### config.mk
export PLATFORM = sky130hd
export DESIGN_NAME = decoder2to4_stream
export DESIGN_NICKNAME = d
export VERILOG_FILES = /design/src/rtl/decoder2to4_stream.sv
export SDC_FILE = /design/constraint.sdc
export NUM_CORES = 1
export LEC_CHECK = 0
export CAP_MARGIN = 10
export CORE_AREA = 4 4 71 89
export DETAILED_ROUTE_END_ITERATION = 12
export DIE_AREA = 0 0 75 93
export PLACE_DENSITY = 0.71
export SLEW_MARGIN = 10
export SYNTH_ARGS = -nofsm -noshare
export SYNTH_HDL_FRONTEND = slang
export SYNTH_SLANG_ARGS = --single-unit
### constraint.sdc
create_clock -name clk -period 5.5 [get_ports clk]
set_input_delay 1.1 -clock clk [delete_from_list [all_inputs] [get_ports clk]]
set_output_delay 1.1 -clock clk [all_outputs]
set_load 0.02 [all_outputs]
### src/rtl/decoder2to4_stream.sv
// Clocked 2-to-4 decoder with valid/ready input and output handshakes.
// Entries pass through a 2-entry skid buffer. Each output line has a saturating transfer counter.
module decoder2to4_stream #(
  parameter int CNT_W = 8
) (
  input  logic             clk,
  input  logic             rst_n,
  input  logic             in_valid,
  output logic             in_ready,
  input  logic [1:0]       in_code,
  input  logic             in_en,
  output logic             out_valid,
  input  logic             out_ready,
  output logic [3:0]       out_onehot,
  input  logic [1:0]       cnt_sel,
  output logic [CNT_W-1:0] cnt_value,
  input  logic             cnt_clr,
  output logic [3:0]       cnt_sat
);

  logic [3:0]       head_q;
  logic [3:0]       tail_q;
  logic [1:0]       occ_q;
  logic             in_ready_q;
  logic [CNT_W-1:0] cnt_q [4];
  logic [3:0]       sat_q;

  logic       accept;
  logic       xfer;
  logic [3:0] in_word;
  logic [1:0] occ_next;

  assign in_word   = in_en ? (4'b0001 << in_code) : 4'b0000;
  assign out_valid = (occ_q != 2'd0);
  assign accept    = in_valid && in_ready_q;
  assign xfer      = out_valid && out_ready;

  // NOTE: every signal written in always_comb gets a default first, so no path can infer a latch.
  always_comb begin
    occ_next = occ_q;
    case ({accept, xfer})
      2'b10:   occ_next = occ_q + 2'd1;
      2'b01:   occ_next = occ_q - 2'd1;
      default: occ_next = occ_q;
    endcase
  end

  // tail_q is kept at zero whenever it is unused, so shifting it into the head
  // also clears the head when the buffer empties.
  // NOTE: sequential state uses non-blocking assignments only, so every register sees the pre-edge values.
  always_ff @(posedge clk or negedge rst_n) begin
    if (!rst_n) begin
      head_q     <= 4'b0000;
      tail_q     <= 4'b0000;
      occ_q      <= 2'd0;
      in_ready_q <= 1'b0;
    end else begin
      occ_q      <= occ_next;
      in_ready_q <= (occ_next != 2'd2);
      case ({accept, xfer})
        2'b10: begin
          if (occ_q == 2'd0) head_q <= in_word;
          else               tail_q <= in_word;
        end
        2'b01: begin
          head_q <= tail_q;
          tail_q <= 4'b0000;
        end
        2'b11: begin
          if (occ_q == 2'd2) begin
            head_q <= tail_q;
            tail_q <= in_word;
          end else begin
            head_q <= in_word;
          end
        end
        default: ;
      endcase
    end
  end

  // NOTE: the counter array is a handful of flops, not a RAM, so giving it an async reset is cheap and correct.
  always_ff @(posedge clk or negedge rst_n) begin
    if (!rst_n) begin
      for (int k = 0; k < 4; k++) cnt_q[k] <= '0;
      sat_q <= 4'b0000;
    end else if (cnt_clr) begin
      for (int k = 0; k < 4; k++) cnt_q[k] <= '0;
      sat_q <= 4'b0000;
    end else if (xfer) begin
      for (int k = 0; k < 4; k++) begin
        if (head_q[k]) begin
          if (&cnt_q[k]) sat_q[k]    <= 1'b1;
          else           cnt_q[k] <= cnt_q[k] + CNT_W'(1);
        end
      end
    end
  end

  assign in_ready   = in_ready_q;
  assign out_onehot = head_q;
  assign cnt_value  = cnt_q[cnt_sel];
  assign cnt_sat    = sat_q;

endmodule

==> out/metrics.csv <==
metric;value;unit
worstSetupEndpointType;output port;
grt_pass1_vias;2066;
ctsHoldBuffers;0;
antenna_found_initial;0;
gp_congestion;0.8875;
final_cell_mix;dfrtp_1 (47), nor2_1 (38), clkdlybuf4s50_1 (26);
fp.dieW;75;um
cp.arrival;3.02;ns
multi_input_comb_area;1445;sq um
worst-setup-path-type;in -> out;
setup.worst_path.start_class;input pin;
crit_family;buffers and inverters;
ys_types;46;
seqPwrFrac;0.469;
drive_above_1_share;0.1088;
period_needed;4.120;ns
power.density;318.5;nW/um^2
synthesis.area;2705;sq um
fill_cells;464;
clk_pin_slew;0.09;ns
max-clock-path-buffers;2;
ant_nets;0;
grt_pass1_wl;9570;um
synthCells;266;
layout_commonest_cell;dfrtp_1;
fin_util;0.5694;
rsz0062_at_grt;no;
power.total;0.9871;mW
gr-usage-met2;0.2842;
yosysWarningCount;0;
critical-path-max-stage-delay;0.78;ns
p_leak;1.306;nW
synth_fp_nets;284;
drv_cap;0;
fp.dieArea;6975;sq um
grt_max_degree;48;
initial_utilization;0.4970;
cts_setup_buffers;0;
nets;312;
synth-edff-count;0;
port_buffers;27;
setup_tns;0;ns
gr-total-overflow;0;
fin_hold_ws;0.5008;ns
ios;28;
synth_largest_area_cell;dfrtp_1;
synth_top_area_share;0.4348;
setup_viol;0;
final_hold_viol_count;0;
cp.required;4.40;ns
vias;2112;
cts_inserted_buffers;5;
use_met3;0.02688;
wl_per_cell;16.18;um
path_buf_inv;2;
postCtsResizedCells;0;
hold_class;reg -> reg;
diodes;0;
internal-power;0.6321;mW
synth_area_leaders;dfrtp_1 (43%), mux4_2 (6.7%), nor2_1 (5.3%);
viasPerCell;5.899;
die_h;93;um
outcome;finished clean;
swShare;0.3596;
first_iter_violations;229;
routed_wl;5793;um
drc;0;
first_pass_iters;4;
grt_most_used_layer;met2;
grt_use_total;0.1773;
ys_seq_area_frac;0.4348;
clockPowerShare;0.216;
seq_area;1176;sq um
dp_hpwl;4229;um
clock_tree.htree_level_count;2;
synth_top_flop_cell;dfrtp_1;
fp.coreArea;5443;sq um
critPathSlowestCell;clkdlybuf4s50_1;
switchingPower;0.3549;mW
async_flop_share;1.000;
fmax;0.2427;GHz
clock_sinks;47;
met1_usage;0.2352;
cp_max_fo;8;
syn_avg_cell_area;10.17;sq um
peakVddDrop;189.2;uV
worst_pin_slew;0.5947;ns
clockRootBuffer;clkbuf_8;
crit_top_cell;clkdlybuf4s50_1;
maxSlewHeadroom;0.6035;
clkLatencyLatePin;0.30;ns
rows;30;
path_cells;clkdlybuf4s50_1, mux4_2, clkdlybuf4s50_1;
area_growth;14.57;%
finalCritPeriodShare;0.7492;
fin_skew;0.008659;ns
ys_ff_latch;47;
cts_tree;yes;
pwr-share-comb;0.315;
slew_violations;0;
cell type report:
| cell class | instances | area share |
|---|---|---|
| inverters | 8 | 0.009689 |
| repair buffers | 29 | 0.09043 |
| clock inverters | 1 | 0.001615 |
| multi-input cells | 203 | 0.4663 |
| flip-flops and latches | 47 | 0.3795 |
| clock buffers | 6 | 0.02665 |
| well taps | 64 | 0.02584 |
worst min-delay path, cell delays in order (launching register included):
cell	delay, ns
dfrtp_1	0.35
nor2_1	0.05
nor2_1	0.07
sequential cells by signal, summed over array words and instances (netlist names):
name / cells
cnt_q: 32
in_ready: 1
cnt_sat: 4
tail_q: 4
occ_q: 2
out_onehot: 4
path summary, 6_finish.rpt:
check	start	endpoint	slack, ns	depth (start not counted)
max in group asynchronous	rst_n	tail_q[0]	4.21	2
min in group asynchronous	rst_n	cnt_q[24]	0.88	2
worst max-delay path	cnt_sel[0]	cnt_value[1]	1.38	3
worst min register to register	cnt_sat[0]	cnt_sat[0]	0.50	2
worst max register to register	occ_q[0]	tail_q[3]	3.29	6
worst min-delay path	cnt_sat[0]	cnt_sat[0]	0.50	2
synthesized netlist by cell type (5+ instances only):
cell type and n:
nor2_1 38, nand4_1 7, mux4_2 8, mux2i_1 8
xor2_1 11, nor2b_1 5, nand2_1 19, or4_1 7
o211ai_1 7, a21oi_1 12, dfrtp_1 47, inv_1 7
nand3_1 10, nor3_1 10, ha_1 8
power groups by stage:
stage	clock [mW]	combinational [mW]	sequential (mW)
floorplan	0	0.221	0.456
global placement	0	0.306	0.470
detailed placement	0	0.311	0.470
CTS	0.216	0.314	0.463
global route	0.229	0.344	0.471
finish	0.213	0.311	0.463
metal layers:
layer / part of all wire / vias up
met5: 0 / -
met4: 0.026 / 0
met3: 0.044 / 13
met2: 0.47 / 48
met1: 0.46 / 1026
li1: - / 1025
kinds of logic (layout without fill, tap and decap cells):
kind of cell,count (synthesis),in the layout,synth area share
xor gates and xnor gates,14,14,0.04533
DFF,47,47,0.4348
adders and majority gates,8,8,0.03700
buffers and inverters,16,44,0.03099
AOI/OAI and AO/OA,51,51,0.1425
muxes,20,20,0.1129
and+or+nand+nor,110,110,0.1966
stage by stage:
step	setup slack, ns	instances	area [sq um]
3_5_place_dp	1.361	351	3012
2_1_floorplan	2.404	266	2705
4_1_cts	1.350	358	3099
5_1_grt	1.283	358	3099
6_report	1.380	358	3099
3_3_place_gp	1.368	351	3012
Note: power is estimated with default switching activity, not from simulation.
